$ cat config.mk
export PLATFORM = sky130hd
export DESIGN_NAME = user_clk_reconf_ctrl_flat
export DESIGN_NICKNAME = d
export VERILOG_FILES = /design/src/rtl/user_clk_reconf_pkg.sv /design/src/rtl/user_clk_reconf_ctrl_if.sv /design/src/rtl/user_clk_lock_sync.sv /design/src/rtl/user_clk_reconf_ctrl.sv /design/src/flat_wrapper.sv
export SDC_FILE = /design/constraint.sdc
export NUM_CORES = 1
export LEC_CHECK = 0
export CORE_AREA = 2 2 165 167
export DETAILED_ROUTE_END_ITERATION = 16
export DIE_AREA = 0 0 167 169
export PLACE_DENSITY_LB_ADDON = 0.25
export SLEW_MARGIN = 20
export SYNTH_ARGS = -nofsm -noshare
export SYNTH_HDL_FRONTEND = slang
export SYNTH_HIERARCHICAL = 1
export SYNTH_SLANG_ARGS = --single-unit
$ cat constraint.sdc
create_clock -name clk -period 3.2 [get_ports clk]
set_clock_uncertainty 0.05 [all_clocks]
set_input_delay 0.64 -clock clk [delete_from_list [all_inputs] [get_ports clk]]
set_output_delay 0.64 -clock clk [all_outputs]
set_load 0.05 [all_outputs]
$ cat src/rtl/user_clk_reconf_pkg.sv
// User-clock reconfiguration shared definitions:
// CMD0/CMD1/STS0 bit positions, FSM states and the decoded CMD0 bundle.
package user_clk_reconf_pkg;

   localparam int CMD0_DATA_LSB  = 0;
   localparam int CMD0_ADDR_LSB  = 32;
   localparam int CMD0_WRITE     = 44;
   localparam int CMD0_SEQ_LSB   = 48;
   localparam int CMD0_AVMM_RSTN = 52;
   localparam int CMD0_MGMT_RST  = 56;
   localparam int CMD0_IOPLL_RST = 57;
   localparam int CMD1_SEL_LSB   = 32;
   localparam int STS0_LOCK      = 60;
   localparam int STS0_BUSY      = 61;
   localparam int STS0_ERR       = 62;

   typedef enum logic [1:0] {
      IDLE,
      REQ,
      DONE
   } state_t;

   typedef struct packed {
      logic [31:0] data;
      logic [9:0]  addr;
      logic        write;
      logic [1:0]  seq;
      logic        avmm_rst_n;
      logic        mgmt_reset;
      logic        iopll_reset;
   } cmd0_t;

endpackage

$ cat src/rtl/user_clk_reconf_ctrl_if.sv
// Per-PLL reconfiguration bus bundle (AVMM, resets, lock).
// master: controller side; slave: IOPLL side.
interface user_clk_reconf_ctrl_if #(
   parameter int NUM_PLL = 2,
   parameter int ADDR_W  = 10,
   parameter int DATA_W  = 32
);
   logic [NUM_PLL*ADDR_W-1:0] pll_address;
   logic [NUM_PLL-1:0]        pll_write;
   logic [NUM_PLL-1:0]        pll_read;
   logic [NUM_PLL*DATA_W-1:0] pll_writedata;
   logic [NUM_PLL*DATA_W-1:0] pll_readdata;
   logic [NUM_PLL-1:0]        pll_waitrequest;
   logic [NUM_PLL-1:0]        pll_avmm_rst_n;
   logic [NUM_PLL-1:0]        pll_mgmt_reset;
   logic [NUM_PLL-1:0]        pll_iopll_reset;
   logic [NUM_PLL-1:0]        pll_locked;

   modport master (
      output pll_address, pll_write, pll_read, pll_writedata,
      output pll_avmm_rst_n, pll_mgmt_reset, pll_iopll_reset,
      input  pll_readdata, pll_waitrequest, pll_locked
   );

   modport slave (
      input  pll_address, pll_write, pll_read, pll_writedata,
      input  pll_avmm_rst_n, pll_mgmt_reset, pll_iopll_reset,
      output pll_readdata, pll_waitrequest, pll_locked
   );
endinterface

$ cat src/rtl/user_clk_lock_sync.sv
// Two-flop synchroniser for the asynchronous PLL lock vector.
// Ports: clk, rst (async high), d (async in), q (synced out).
module user_clk_lock_sync #(
   parameter int W = 2
) (
   input  logic         clk,
   input  logic         rst,
   input  logic [W-1:0] d,
   output logic [W-1:0] q
);
   logic [W-1:0] meta;

   always_ff @(posedge clk or posedge rst) begin
      if (rst) begin
         meta <= '0;
         q    <= '0;
      end else begin
         meta <= d;
         q    <= meta;
      end
   end
endmodule

$ cat src/rtl/user_clk_reconf_ctrl.sv
// Multi-PLL user-clock reconfiguration controller: CMD0/CMD1 in, STS0/STS1 out,
// pll: per-PLL AVMM + resets + lock. Option: USER_CLK_RECONF_TIMEOUT_EN.
module user_clk_reconf_ctrl
   import user_clk_reconf_pkg::*;
#(
   parameter int NUM_PLL        = 2,
   parameter int ADDR_W         = 10,
   parameter int DATA_W         = 32,
   parameter int TIMEOUT_CYCLES = 4096
) (
   input  logic        clk,
   input  logic        rst,
   input  logic        cmd0_wr,
   input  logic [63:0] cmd0_wdata,
   input  logic        cmd1_wr,
   input  logic [63:0] cmd1_wdata,
   output logic [63:0] sts0,
   output logic [63:0] sts1,
   user_clk_reconf_ctrl_if.master pll
);
   localparam int SEL_W = (NUM_PLL > 1) ? $clog2(NUM_PLL) : 1;

   state_t              state, state_nx;
   cmd0_t               c0;
   logic [SEL_W-1:0]    sel, h_sel, sel_in;
   logic [1:0]          last_seq, h_seq;
   logic [ADDR_W-1:0]   h_addr;
   logic [DATA_W-1:0]   h_data, rdata;
   logic                h_write, err;
   logic [NUM_PLL-1:0]  avmm_rst_n_r, mgmt_r, iopll_r, lock_s;
   logic                accept, wait_sel, ack, tmo;
   logic                unused_bits;

   assign c0.data        = cmd0_wdata[CMD0_DATA_LSB +: 32];
   assign c0.addr        = cmd0_wdata[CMD0_ADDR_LSB +: 10];
   assign c0.write       = cmd0_wdata[CMD0_WRITE];
   assign c0.seq         = cmd0_wdata[CMD0_SEQ_LSB +: 2];
   assign c0.avmm_rst_n  = cmd0_wdata[CMD0_AVMM_RSTN];
   assign c0.mgmt_reset  = cmd0_wdata[CMD0_MGMT_RST];
   assign c0.iopll_reset = cmd0_wdata[CMD0_IOPLL_RST];

   assign unused_bits = ^{cmd0_wdata, cmd1_wdata, c0, TIMEOUT_CYCLES};

   user_clk_lock_sync #(.W(NUM_PLL)) u_lock_sync (
      .clk (clk),
      .rst (rst),
      .d   (pll.pll_locked),
      .q   (lock_s)
   );

   // Out-of-range select saturates to the last PLL.
   always_comb begin
      sel_in = cmd1_wdata[CMD1_SEL_LSB +: SEL_W];
      if (int'(sel_in) > NUM_PLL - 1)
         sel_in = SEL_W'(NUM_PLL - 1);
   end

   assign accept   = cmd0_wr && (state == IDLE) &&
                     (c0.seq != last_seq) && c0.avmm_rst_n;
   assign wait_sel = pll.pll_waitrequest[h_sel];
   assign ack      = (state == REQ) && !wait_sel;

`ifdef USER_CLK_RECONF_TIMEOUT_EN
   localparam int CNT_W = $clog2(TIMEOUT_CYCLES + 1);
   logic [CNT_W-1:0] cnt;

   // Normal completion wins if it lands on the final watchdog cycle.
   assign tmo = (state == REQ) && wait_sel &&
                (cnt == CNT_W'(TIMEOUT_CYCLES - 1));

   always_ff @(posedge clk or posedge rst) begin
      if (rst) begin
         cnt <= '0;
         err <= 1'b0;
      end else begin
         if (accept)
            cnt <= '0;
         else if (state == REQ)
            cnt <= cnt + 1'b1;
         if (accept)
            err <= 1'b0;
         else if (tmo)
            err <= 1'b1;
      end
   end
`else
   assign tmo = 1'b0;
   assign err = 1'b0;
`endif

   always_ff @(posedge clk or posedge rst) begin
      if (rst)
         state <= IDLE;
      else
         state <= state_nx;
   end

   always_comb begin
      state_nx = state;
      unique case (state)
         IDLE:    if (accept) state_nx = REQ;
         REQ:     if (ack || tmo) state_nx = DONE;
         DONE:    state_nx = IDLE;
         default: state_nx = IDLE;
      endcase
   end

   always_ff @(posedge clk or posedge rst) begin
      if (rst) begin
         sel          <= '0;
         h_sel        <= '0;
         h_seq        <= '0;
         h_addr       <= '0;
         h_data       <= '0;
         h_write      <= 1'b0;
         last_seq     <= '0;
         rdata        <= '0;
         avmm_rst_n_r <= '0;
         mgmt_r       <= '0;
         iopll_r      <= '0;
      end else begin
         // Reset bits follow every CMD0 write, even while busy.
         if (cmd0_wr) begin
            avmm_rst_n_r[sel] <= c0.avmm_rst_n;
            mgmt_r[sel]       <= c0.mgmt_reset;
            iopll_r[sel]      <= c0.iopll_reset;
         end
         if (cmd1_wr && (state == IDLE))
            sel <= sel_in;
         if (accept) begin
            h_sel   <= sel;
            h_seq   <= c0.seq;
            h_addr  <= c0.addr[ADDR_W-1:0];
            h_data  <= c0.data[DATA_W-1:0];
            h_write <= c0.write;
         end
         if (ack && !h_write)
            rdata <= pll.pll_readdata[h_sel*DATA_W +: DATA_W];
         if (state == DONE)
            last_seq <= h_seq;
      end
   end

   // Strobes decode straight from state so async reset drops them at once.
   always_comb begin
      pll.pll_address   = '0;
      pll.pll_writedata = '0;
      pll.pll_write     = '0;
      pll.pll_read      = '0;
      if (state == REQ) begin
         pll.pll_write[h_sel] = h_write;
         pll.pll_read[h_sel]  = !h_write;
         pll.pll_address[h_sel*ADDR_W +: ADDR_W]   = h_addr;
         pll.pll_writedata[h_sel*DATA_W +: DATA_W] = h_data;
      end
   end

   assign pll.pll_avmm_rst_n  = avmm_rst_n_r;
   assign pll.pll_mgmt_reset  = mgmt_r;
   assign pll.pll_iopll_reset = iopll_r;

   always_comb begin
      sts0 = '0;
      sts0[DATA_W-1:0]             = rdata;
      sts0[CMD0_ADDR_LSB +: ADDR_W] = h_addr;
      sts0[CMD0_WRITE]             = h_write;
      sts0[CMD0_SEQ_LSB +: 2]      = last_seq;
      sts0[CMD0_AVMM_RSTN]         = avmm_rst_n_r[sel];
      sts0[CMD0_MGMT_RST]          = mgmt_r[sel];
      sts0[CMD0_IOPLL_RST]         = iopll_r[sel];
      sts0[STS0_LOCK]              = lock_s[sel];
      sts0[STS0_BUSY]              = (state != IDLE);
      sts0[STS0_ERR]               = err;
   end

   always_comb begin
      sts1 = '0;
      sts1[NUM_PLL-1:0]            = lock_s;
      sts1[CMD1_SEL_LSB +: SEL_W]  = sel;
   end
endmodule

$ cat src/flat_wrapper.sv
// flat-port wrapper written by rule: the top's interface ports become plain ports
module user_clk_reconf_ctrl_flat import user_clk_reconf_pkg::*;
#(
   parameter int NUM_PLL        = 2,
   parameter int ADDR_W         = 10,
   parameter int DATA_W         = 32,
   parameter int TIMEOUT_CYCLES = 4096
)
  (clk, rst, cmd0_wr, cmd0_wdata, cmd1_wr, cmd1_wdata, sts0, sts1, pll_pll_address, pll_pll_write, pll_pll_read, pll_pll_writedata, pll_pll_avmm_rst_n, pll_pll_mgmt_reset, pll_pll_iopll_reset, pll_pll_readdata, pll_pll_waitrequest, pll_pll_locked);
  user_clk_reconf_ctrl_if #(.NUM_PLL(NUM_PLL), .ADDR_W(ADDR_W), .DATA_W(DATA_W)) pll_i ();
  input  logic clk;
  input  logic rst;
  input  logic cmd0_wr;
  input  logic [63:0] cmd0_wdata;
  input  logic cmd1_wr;
  input  logic [63:0] cmd1_wdata;
  output logic [63:0] sts0;
  output logic [63:0] sts1;
  output wire logic [$bits(pll_i.pll_address)-1:0] pll_pll_address;
  output wire logic [$bits(pll_i.pll_write)-1:0] pll_pll_write;
  output wire logic [$bits(pll_i.pll_read)-1:0] pll_pll_read;
  output wire logic [$bits(pll_i.pll_writedata)-1:0] pll_pll_writedata;
  output wire logic [$bits(pll_i.pll_avmm_rst_n)-1:0] pll_pll_avmm_rst_n;
  output wire logic [$bits(pll_i.pll_mgmt_reset)-1:0] pll_pll_mgmt_reset;
  output wire logic [$bits(pll_i.pll_iopll_reset)-1:0] pll_pll_iopll_reset;
  input wire logic [$bits(pll_i.pll_readdata)-1:0] pll_pll_readdata;
  input wire logic [$bits(pll_i.pll_waitrequest)-1:0] pll_pll_waitrequest;
  input wire logic [$bits(pll_i.pll_locked)-1:0] pll_pll_locked;
  assign pll_pll_address = pll_i.pll_address;
  assign pll_pll_write = pll_i.pll_write;
  assign pll_pll_read = pll_i.pll_read;
  assign pll_pll_writedata = pll_i.pll_writedata;
  assign pll_pll_avmm_rst_n = pll_i.pll_avmm_rst_n;
  assign pll_pll_mgmt_reset = pll_i.pll_mgmt_reset;
  assign pll_pll_iopll_reset = pll_i.pll_iopll_reset;
  assign pll_i.pll_readdata = pll_pll_readdata;
  assign pll_i.pll_waitrequest = pll_pll_waitrequest;
  assign pll_i.pll_locked = pll_pll_locked;
  user_clk_reconf_ctrl #(.NUM_PLL(NUM_PLL), .ADDR_W(ADDR_W), .DATA_W(DATA_W), .TIMEOUT_CYCLES(TIMEOUT_CYCLES)) u_core (.clk(clk), .rst(rst), .cmd0_wr(cmd0_wr), .cmd0_wdata(cmd0_wdata), .cmd1_wr(cmd1_wr), .cmd1_wdata(cmd1_wdata), .sts0(sts0), .sts1(sts1), .pll(pll_i));
endmodule
Yosys cells after proc, flatten, opt, wreduce, memory -nomap -nowiden
Index checks and enable logic that the tools add are counted.
Widths: inputs -> output; s select.
{"block": "totals", "ff_bits": 93, "in_bits": 200, "out_inout_bits": 222, "word_cells": 72}
{"block": "classes", "add_sub_neg": 2, "n_mul": 1, "n_lt_le_gt_ge": 4, "eq_ne": 5, "shifts": 5, "muxes": 24, "bitwise": 4, "n_reduce_logical": 13}
{"cell": "$and 64x64->64", "count": 1}
{"cell": "$mux 64", "count": 1}
{"cell": "$shift 32x34->64 const A", "count": 1}
{"cell": "$shiftx 32x34->64", "count": 1}
{"cell": "$shiftx 64x7->32", "count": 1}
{"cell": "$neg 5->34", "count": 1}
{"cell": "$neg 6->34", "count": 1}
{"cell": "$shift 10x34->20 const A", "count": 1}
{"cell": "$shiftx 10x34->20", "count": 1}
{"cell": "$and 20x20->20", "count": 1}
{"cell": "$mux 20", "count": 1}
{"cell": "$mux 1", "count": 12}
{"cell": "$logic_and 1x1->1", "count": 8}
{"cell": "$mux 2", "count": 4}
{"cell": "$bwmux 2", "count": 3}
{"cell": "$and 2x2->2", "count": 2}
{"cell": "$lt 1x2->1 const B", "count": 2}
{"cell": "$mul 1x3->4 const B", "count": 1}
{"cell": "$ne 2x1->1 const B", "count": 2}
{"cell": "$pmux 2 s2", "count": 1}
{"cell": "$demux 1 s1", "count": 2}
{"cell": "$eq 2x1->1 const B", "count": 1}
{"cell": "$eq 2x2->1 const B", "count": 1}
{"cell": "$ge 1x1->1 const B", "count": 2}
{"cell": "5 further kinds", "count": 6}

Depth between registers and ports, before layout
Gate-level depths: netlist of run 1.
{"block": "logic_depth", "ltp_word": 6, "ltp_mapped": 5, "mapped_depth_nobuf": 3}

Hierarchy
Netlist of run 1, hierarchy kept.
{"mod": "user_clk_reconf_ctrl", "n_inst": 1, "cells_per_inst": 418, "area_per_inst_um2": 4976.0, "seq_area_each_um2": 2227.1}
{"mod": "user_clk_lock_sync", "n_inst": 1, "cells_per_inst": 5, "area_per_inst_um2": 103.8, "seq_area_each_um2": 100.1}

Least setup slack after synthesis of run 1
OpenSTA, ideal clock, no wires.
{"block": "synth_path", "path_kind": "register -> output", "startpoint": "register u_core.h_sel", "endpoint": "output port pll_pll_read[0]", "arrival_time_ns": 1.825, "required_ns": 2.510, "path_slack_ns": 0.685, "stages_incl_launch_ff": 4, "n_path_buf": 2, "path_cell_list": "dfrtp_1 buf_6 clkbuf_1 nor3_1"}
{"block": "synth_via", "elab_chain_len": 6, "word_cells_on_any_way": 7, "cone_classes": "2 x order compare; 3 x mux; 1 x bitwise; 1 x reduce/logical"}
{"element": "start: declaration", "line_no": "user_clk_reconf_ctrl.sv:25", "source": "logic [SEL_W-1:0] sel, h_sel, sel_in;"}
{"element": "start signal: assignment", "line_no": "user_clk_reconf_ctrl.sv:131", "source": "h_sel <= sel;"}
{"element": "$lt 1x2->1 (not written as such) / $ge 1x1->1 (equally long branches)", "line_no": "user_clk_reconf_ctrl.sv:152", "source": "pll.pll_read[h_sel] = !h_write;"}
{"element": "$logic_and 1x1->1 (not written as such)", "line_no": "user_clk_reconf_ctrl.sv:152"}
{"element": "$mux 1 (not written as such)", "line_no": "user_clk_reconf_ctrl.sv:152"}
{"element": "$demux 1 s1 *"}
{"element": "$and 2x2->2 (no line) *"}
{"element": "$mux 2 *", "line_no": "user_clk_reconf_ctrl.sv:150", "source": "if (state == REQ) begin"}
{"element": "end: declaration", "line_no": "flat_wrapper.sv:21", "source": "output wire logic [$bits(pll_i.pll_read)-1:0] pll_pll_read;"}
Every way passes the cells marked *; elsewhere a longest branch is shown, timed or not.

Worst setup path after layout of run 1
{"block": "layout_path", "startpoint": "register u_core.state[1]", "endpoint": "output port pll_pll_read[0]"}
{"block": "layout_via", "elab_chain_len": 2}
{"element": "start: declaration", "line_no": "user_clk_reconf_ctrl.sv:23", "source": "state_t state, state_nx;"}
{"element": "start signal: assignment", "line_no": "user_clk_reconf_ctrl.sv:95", "source": "state <= state_nx;"}
{"element": "$eq 2x1->1", "line_no": "user_clk_reconf_ctrl.sv:150"}
{"element": "$mux 2", "line_no": "user_clk_reconf_ctrl.sv:150"}
Every way passes these cells.

==> results.json, run 1 <==
{
  "synth_edf_count": 0,
  "synth-adder-area-share_pct": 0,
  "area_delta_synth_final_pct": 78.6,
  "ctsResizeCount": 0,
  "rsz0062_at_grt": "false",
  "fmax_mhz": 353,
  "end_kind": "output port",
  "wl_per_cell_um": 14.9,
  "die_x_um": 167,
  "crit_chain": "nand2b_1, nor3_1, clkdlybuf4s50_1",
  "initial_core_util_pct": 19.2,
  "maxCapViolCount": 0,
  "slowest_stage": "clkdlybuf4s50_1",
  "final_core_util_pct": 34.2,
  "gp_congestion": 0.652,
  "synth_common_cells": "mux2_2, dfrtp_1, and2_1, buf_4, clkbuf_1",
  "syn_area_sq_mm": 0.00508,
  "grt_pass1_vias": 3902,
  "cts_buffer_depth": 2,
  "drt_iter0_markers": 68,
  "synth_compound_area_share_pct": 0.271,
  "vias": 3782,
  "antenna_left": 0,
  "clkTransAtPathRegs_ns": 0.08,
  "insertion_delay_ns": 0.34,
  "fin_crit_sh_pct": 88.5,
  "synth_warnings": 6,
  "syn_inst": 423,
  "synthSimpleGateAreaFrac_pct": 11.9,
  "gr-total-overflow": 0,
  "synth_top_flop_cell": "dfrtp_1",
  "layout_min_cycle_time_ns": 2.83,
  "critPathKind": "reg2out",
  "hold_viol": 0,
  "synthArstFlopShare_pct": 100,
  "core_area_sq_mm": 0.0265,
  "synth-xor-area-share_pct": 0.345,
  "synth.avg_cell_area_sq_um": 12.0,
  "post-dp-hpwl_um": 11600,
  "cts_buffers": 9,
  "vdd_drop_max_mv": 0.441,
  "maxSlewHeadroom_pct": 63.1,
  "post-cts-setup-buffer-count": 0,
  "synth_top_area_share_pct": 45.8,
  "start_kind": "register",
  "via_per_inst": 3.67,
  "crit_fanout": 7,
  "seq_area_frac_synth_pct": 45.8,
  "slew_viol_final": 0,
  "synth.area.top_cells": "dfrtp_1, mux2_2, buf_4",
  "grt_pass1_wl_um": 23500,
  "postCtsHoldBufs": 0,
  "ctsHtreeMaxLevel": 3,
  "power_density_mw_per_mm2": 1020,
  "critical-path-max-stage-delay_ns": 0.87,
  "numPortBuffers": 267,
  "yosysMostFrequentCell": "mux2_2",
  "ys_ff_latch": 93,
  "layout-drive-gt1-share_pct": 34.5,
  "antenna_found_initial": 0,
  "routed_wl_um": 15400,
  "die-height_um": 169,
  "status": "completed",
  "grt_max_degree": 49,
  "firstDrtPassIters": 4,
  "cts_tree": "done",
  "yosys.area.top_type": "dfrtp_1",
  "crit_arrival_ns": 2.14,
  "cts_root_buffer": "clkbuf_16",
  "drc_errors": 0,
  "fin_setup_tns_ns": 0,
  "worstPathRequired_ns": 2.51,
  "synth_top_family_by_area": "multiplexers",
  "synth.mux.area_fraction_pct": 27.6,
  "die_area_sq_mm": 0.0282,
  "rows": 60,
  "io_pins": 422,
  "cts_sinks": 93,
  "ys_types": 20,
  "nNetsFinal": 884,
  "hp-class": "reg2reg",
  "tightest_slew_ns": 0.551,
  "setup_viol": 0,
  "antenna_cells": 0,
  "track_usage_pct": 10.8,
  "cellLeakagePower_nw": 3.79
}
[flip-flops by register name (all words and copies together), names as in the netlist]
signal and cells:
u_core/h_data 32, u_core/rdata 32, u_core/h_addr 10, u_core/h_seq 2, u_core/last_seq 2, u_core/pll.pll_avmm_rst_n 2
u_core/pll.pll_iopll_reset 2, u_core/pll.pll_mgmt_reset 2, u_core/state 2, u_core/u_lock_sync/meta 2, u_core/u_lock_sync/q 2, u_core/h_sel 1
u_core/h_write 1, u_core/sel 1
[metal layers]
metal,part of all wire (%),GRT usage [%],vias up,wire [um]
met5,0,0,-,0
met3,11,5.00,7,1660
met1,39,12.3,1785,6000
met2,49,18.5,219,7570
li1,-,-,1771,-
met4,0.87,2.59,0,133
[worst max-delay path, delay by kind of cell, from the launching register on]
family / cells / cell delay [ns]
buf+inv: 1 / 0.87
simple gates: 2 / 0.55
flops: 1 / 0.39
[placed cells by master, fill, tap and decap left out]
cell | synthesis | routed
and2_1 | 86 | 86
buf_12 | 0 | 91
buf_4 | 77 | 3
clkbuf_16 | 0 | 9
clkbuf_8 | 0 | 1
clkdlybuf4s50_1 | 0 | 180
clkinv_4 | 0 | 1
clkinv_8 | 0 | 1
clkinvlp_4 | 0 | 1
conb_1 | 1 | 75
dfrtp_1 | 93 | 93
inv_1 | 5 | 4
inv_4 | 0 | 1
inv_6 | 0 | 1
inv_8 | 0 | 2
mux2_1 | 1 | 1
mux2_2 | 122 | 122
mux2_4 | 1 | 1
nand2_1 | 2 | 2
nand2b_1 | 2 | 2
nor2_1 | 4 | 2
nor2_4 | 0 | 2
nor2b_1 | 1 | 1
nor3_1 | 2 | 2
nor3_4 | 1 | 1
o2111ai_4 | 0 | 1
o21ai_0 | 1 | 1
xor2_1 | 2 | 2
[metrics by stage]
stage          cells  power (mW)  hold WS (ns)  setup WS, ns  instance area (sq um)
6_report        1030        9.22         0.303         0.368                   9070
4_1_cts         1030        9.38         0.306         0.318                   9070
3_3_place_gp    1014        8.18         0.282         0.682                   8770
5_1_grt         1030        9.69         0.313         0.234                   9070
3_5_place_dp    1014        8.20         0.287         0.677                   8770
2_1_floorplan    497        5.83         0.281         0.203                   5360
[cell type report]
type,instances,area [sq um]
Fill cell,2650,17400
Inverter,5,21.3
Multi-Input combinational cell,301,2350
Clock buffer,10,239
Timing Repair Buffer,274,3650
Sequential cell,93,2330
Tap cell,341,427
Clock inverter,6,63.8
[kinds of logic after synthesis]
family | count (synthesis)
muxes | 124
buffers and inverters | 103
and+or+nand+nor | 98
DFF | 93
AOI/OAI and AO/OA | 2
xor gates and xnor gates | 2
other | 1
[final timing paths]
path / start / slack (ns) / cells after the start / endpoint
max in group asynchronous: rst / 1.89 / 3 / u_core/h_data[29]
max: u_core/state[1] / 0.37 / 3 / pll_pll_read[0]
min: u_core/u_lock_sync/meta[0] / 0.30 / 0 / u_core/u_lock_sync/q[0]
max reg2reg: u_core/h_sel / 1.20 / 4 / u_core/rdata[21]
min in group asynchronous: rst / 0.50 / 2 / u_core/u_lock_sync/q[1]
min reg2reg: u_core/u_lock_sync/meta[0] / 0.30 / 0 / u_core/u_lock_sync/q[0]
[power by group]
| part | internal, mW | total (mW) | switching (mW) | leakage (nW) |
|---|---|---|---|---|
| registers | 1.75 | 2.15 | 0.403 | 1.11 |
| logic | 2.50 | 5.95 | 3.45 | 2.54 |
| clock network | 0.572 | 1.12 | 0.543 | 0.146 |
| total | 4.83 | 9.22 | 4.39 | 3.79 |
Power figures use the tool's default switching activity.
==> run 2, diff against run 1 <==
Settings changed: CORE_AREA 2 2 165 167 to 2 2 164 166, DIE_AREA 0 0 167 169 to 0 0 166 168.
Clock period 3.2 ns to 2.37 ns, I/O delays scaled along.
==> results.json, run 2 (synthesis results as in run 1) <==
{
  "vdd_drop_max_mv": 0.724,
  "area_delta_synth_final_pct": 79.8,
  "post-dp-hpwl_um": 11700,
  "final_cell_area_sq_mm": 0.00913,
  "power.total_mw": 12.4,
  "drt_iter0_markers": 82,
  "fin_cells": 1035,
  "antenna_found_initial": 0,
  "die_area_sq_mm": 0.0279,
  "vias": 3810,
  "cts_root_buffer": "clkbuf_16",
  "clkTransAtPathRegs_ns": 0.08,
  "end_kind": "output port",
  "min_path_cells": 0,
  "routed_wl_um": 15300,
  "use_met2_pct": 18.8,
  "antenna_left": 0,
  "swShare_pct": 47.7,
  "ctsHtreeMaxLevel": 3,
  "gr-total-overflow": 0,
  "maxCapViolCount": 0,
  "antenna_cells": 0,
  "hp-class": "reg2reg",
  "fin_setup_tns_ns": 0,
  "mostFrequentLayoutCells": "clkdlybuf4s50_1, mux2_2, dfrtp_1",
  "ctsResizeCount": 5,
  "nNetsFinal": 889,
  "grt_pass1_vias": 3986,
  "p_int_mw": 6.51,
  "postCtsHoldBufs": 0,
  "via_per_inst": 3.68,
  "wl_per_cell_um": 14.8,
  "final_common_cell": "clkdlybuf4s50_1",
  "final_core_util_pct": 34.7,
  "rows": 60,
  "reg_top3": "u_core/h_data (32), u_core/rdata (32), u_core/h_addr (10)",
  "layout_min_cycle_time_ns": 2.19,
  "power_density_mw_per_mm2": 1360,
  "post-cts-setup-buffer-count": 0,
  "drc_errors": 0,
  "top_usage_layer": "met2",
  "clkPwrFrac_pct": 11.9,
  "firstDrtPassIters": 3,
  "dp.cells": 1019,
  "use_met1_pct": 12.0,
  "critPathKind": "reg2out",
  "cellLeakagePower_nw": 3.83,
  "reg2reg_depth": 4,
  "start_kind": "register",
  "cts_tree": "done",
  "cts_sinks": 93,
  "layout-drive-gt1-share_pct": 35.7,
  "tightest_slew_ns": 0.539,
  "met3_usage_pct": 5.36,
  "track_usage_pct": 10.9,
  "pwr-share-comb_pct": 65.1,
  "rsz0062_at_grt": "false",
  "power_frac_seq_pct": 23.0,
  "fin_crit_sh_pct": 92.5,
  "maxSlewHeadroom_pct": 64.0,
  "cts_buffer_depth": 2,
  "hold_viol": 0,
  "insertion_delay_ns": 0.34,
  "crit_arrival_ns": 1.67,
  "slew_viol_final": 0,
  "core_area_sq_mm": 0.0264,
  "crit_fanout": 19,
  "initial_core_util_pct": 19.3,
  "grt_pass1_wl_um": 23600,
  "fmax_mhz": 456,
  "worstPathRequired_ns": 1.85,
  "gp_congestion": 0.681,
  "die-height_um": 168,
  "p_sw_mw": 5.93,
  "setup_viol": 0,
  "place_area_sq_mm": 0.00881,
  "die_x_um": 166,
  "status": "completed",
  "io_pins": 422,
  "cts_buffers": 9,
  "numPortBuffers": 267,
  "grt_max_degree": 39
}
run 2: cell count changes in the layout (fill, tap and decap cells not counted), sizes merged:
| cell | before | now |
|---|---|---|
| buf | 94 | 103 |
| clkbuf | 10 | 9 |
| inv | 8 | 7 |
| dlygate4sd2 | 0 | 3 |
| clkdlybuf4s50 | 180 | 173 |
| clkinv | 2 | 4 |
run 2: area by class of cell:
cell class	instances	area, sq um
multi-input combinational	301	2360
sequential	93	2330
fill	2606	17200
clock inverter	7	67.6
tap	341	427
clock buffer	9	225
timing repair buffer	279	3700
inverter	5	22.5
run 2: worst max-delay path, stage by stage, from the launching register on:
cell and delay [ns]:
dfrtp_1 0.48, inv_1 0.13, nor2_4 0.16, buf_6 0.20, and2_1 0.20, buf_12 0.15
run 2: path summary, 6_finish.rpt:
check                                              to  slack (ns)                        from
hold reg to reg               u_core/u_lock_sync/q[0]        0.31  u_core/u_lock_sync/meta[0]
setup / recovery                pll_pll_writedata[37]        0.18                u_core/h_sel
min in group asynchronous  u_core/u_lock_sync/meta[1]        0.33                         rst
hold / removal                u_core/u_lock_sync/q[0]        0.31  u_core/u_lock_sync/meta[0]
setup reg to reg                     u_core/rdata[18]        0.55                u_core/h_sel
max in group asynchronous           u_core/h_data[19]        1.24                         rst
run 2: metal layers:
layer	part of all wire (%)	vias up
li1	-	1778
met1	38	1789
met4	1.5	0
met2	49	231
met5	0	-
met3	11	12
run 2: power groups by stage:
stage / Clock (mW) / Sequential (mW) / Combinational (mW)
2_1_floorplan: 0 / 4.30 / 3.57
3_3_place_gp: 0 / 2.88 / 8.18
3_5_place_dp: 0 / 2.90 / 8.18
4_1_cts: 1.57 / 2.89 / 8.17
5_1_grt: 1.64 / 3.00 / 8.46
6_report: 1.49 / 2.86 / 8.10
run 2: per-stage QoR:
stage	worst slack [ns]	hold WS (ns)
2_1_floorplan	0.0214	0.190
3_3_place_gp	0.191	0.288
3_5_place_dp	0.171	0.286
4_1_cts	0.00149	0.306
5_1_grt	0.0326	0.323
6_report	0.177	0.305
==> run 3, diff against run 2 <==
Settings changed: RECOVER_POWER set to 25.
==> results.json, run 3 (synthesis results as in run 1) <==
{
  "area_delta_synth_final_pct": 79.4,
  "gp_congestion": 0.681,
  "fill_cells": 2605,
  "fin_crit_sh_pct": 91.8,
  "layout_min_cycle_time_ns": 2.18,
  "vdd_drop_max_mv": 0.724,
  "final_common_cell": "clkdlybuf4s50_1",
  "worstPathRequired_ns": 1.85,
  "end_kind": "output port",
  "grt_pass1_vias": 3986,
  "cts_tree": "done",
  "via_per_inst": 3.68,
  "vias": 3811,
  "rsz0062_at_grt": "false",
  "crit_fanout": 19,
  "critical-path-max-stage-delay_ns": 0.47,
  "reg_top3": "u_core/h_data (32), u_core/rdata (32), u_core/h_addr (10)",
  "nNetsFinal": 889,
  "numPortBuffers": 267,
  "pwr-share-comb_pct": 65.0,
  "power_density_mw_per_mm2": 1360,
  "antenna_cells": 0,
  "fin_hold_ws_ns": 0.305,
  "p_sw_mw": 5.93,
  "final_core_util_pct": 34.6,
  "postCtsHoldBufs": 0,
  "start_kind": "register",
  "core_area_sq_mm": 0.0264,
  "initial_core_util_pct": 19.3,
  "swShare_pct": 47.7,
  "drc_errors": 0,
  "wl_per_cell_um": 14.8,
  "cts_buffers": 9,
  "setup_viol": 0,
  "ctsHtreeMaxLevel": 3,
  "p_int_mw": 6.50,
  "mostFrequentLayoutCells": "clkdlybuf4s50_1, mux2_2, dfrtp_1",
  "slew_viol_final": 0,
  "cp_top_family": "flip-flops",
  "drt_iter0_markers": 83,
  "firstDrtPassIters": 3,
  "clkPwrFrac_pct": 11.9,
  "antenna_found_initial": 0,
  "die-height_um": 168,
  "track_usage_pct": 10.9,
  "clkTransAtPathRegs_ns": 0.08,
  "grt_max_degree": 39,
  "routed_wl_um": 15300,
  "crit_arrival_ns": 1.65,
  "slowest_stage": "dfrtp_1",
  "layout-drive-gt1-share_pct": 35.6,
  "cts_root_buffer": "clkbuf_16",
  "post-dp-hpwl_um": 11700,
  "cts_buffer_depth": 2,
  "hold_viol": 0,
  "gr-total-overflow": 0,
  "grt_pass1_wl_um": 23600,
  "fmax_mhz": 460,
  "die_area_sq_mm": 0.0279,
  "die_x_um": 166,
  "rows": 60,
  "power_frac_seq_pct": 23.0,
  "crit_chain": "inv_1, nor2_4, buf_6, and2_1, buf_12",
  "maxCapViolCount": 0,
  "status": "completed",
  "tightest_slew_ns": 0.813,
  "fin_setup_tns_ns": 0,
  "cellLeakagePower_nw": 3.83,
  "hp-class": "reg2reg",
  "maxSlewHeadroom_pct": 45.5,
  "path_buf_inv": 3,
  "insertion_delay_ns": 0.34,
  "io_pins": 422,
  "critPathKind": "reg2out",
  "antenna_left": 0,
  "cts_sinks": 93
}
==> run 3: cell count changes in the layout (fill, tap and decap cells not counted) <==
cell | before | now
clkdlybuf4s50_1 | 173 | 170
dlygate4sd3_1 | 0 | 3
buf_12 | 92 | 91
clkbuf_4 | 0 | 1
clkinvlp_2 | 0 | 1
clkinvlp_4 | 1 | 0
mux2_1 | 1 | 2
mux2_4 | 1 | 0
==> run 3: path summary, 6_finish.rpt <==
check	start	end	slack [ns]	depth (start not counted)
max	u_core/h_sel	pll_pll_writedata[37]	0.19	5
min	u_core/u_lock_sync/meta[0]	u_core/u_lock_sync/q[0]	0.31	0
max reg2reg	u_core/h_sel	u_core/rdata[18]	0.48	4
min reg2reg	u_core/u_lock_sync/meta[0]	u_core/u_lock_sync/q[0]	0.31	0
max in group asynchronous	rst	u_core/h_data[19]	0.51	3
min in group asynchronous	rst	u_core/u_lock_sync/meta[1]	0.43	2
==> run 3: per-stage QoR <==
| step | instances | total power [mW] | setup slack (ns) | area, sq um |
|---|---|---|---|---|
| 3_5_place_dp | 1019 | 11.1 | 0.171 | 8810 |
| 4_1_cts | 1035 | 12.6 | 0.00149 | 9110 |
| 3_3_place_gp | 1019 | 11.1 | 0.191 | 8810 |
| 6_report | 1035 | 12.4 | 0.194 | 9110 |
| 5_1_grt | 1035 | 13.1 | 0.0500 | 9110 |
| 2_1_floorplan | 497 | 7.87 | 0.0214 | 5360 |
==> run 3: final cells by class <==
class                      instances  area [sq um]  area share [%]
clock inverter                     7          67.6           0.741
inverter                           5          20.0           0.220
tap                              341           427            4.68
sequential                        93          2330            25.5
clock buffer                       9           225            2.47
timing repair buffer             279          3690            40.5
multi-input combinational        301          2350            25.8
==> run 3: layer usage <==
layer,GRT usage [%],vias to the layer above,routed length (um)
met4,3.21,0,233
li1,-,1776,-
met2,18.8,233,7530
met5,0,-,0
met3,5.36,12,1720
met1,12.0,1790,5790
==> run 3: what timing repair did <==
item | in CTS | in global routing
cloned | 0 | 0
endpoints found under the setup margin | 89 | 77
resized for setup | 5 | 6
buffers inserted | 0 | 0
endpoints found under the hold margin | 0 | 0
==> run 3: power by group through the flow <==
stage               registers, mW  clock network (mW)  logic, mW
floorplan                    4.30                   0       3.57
global placement             2.88                   0       8.18
detailed placement           2.90                   0       8.18
CTS                          2.89                1.57       8.17
global route                 3.00                1.64       8.45
finish                       2.86                1.49       8.09
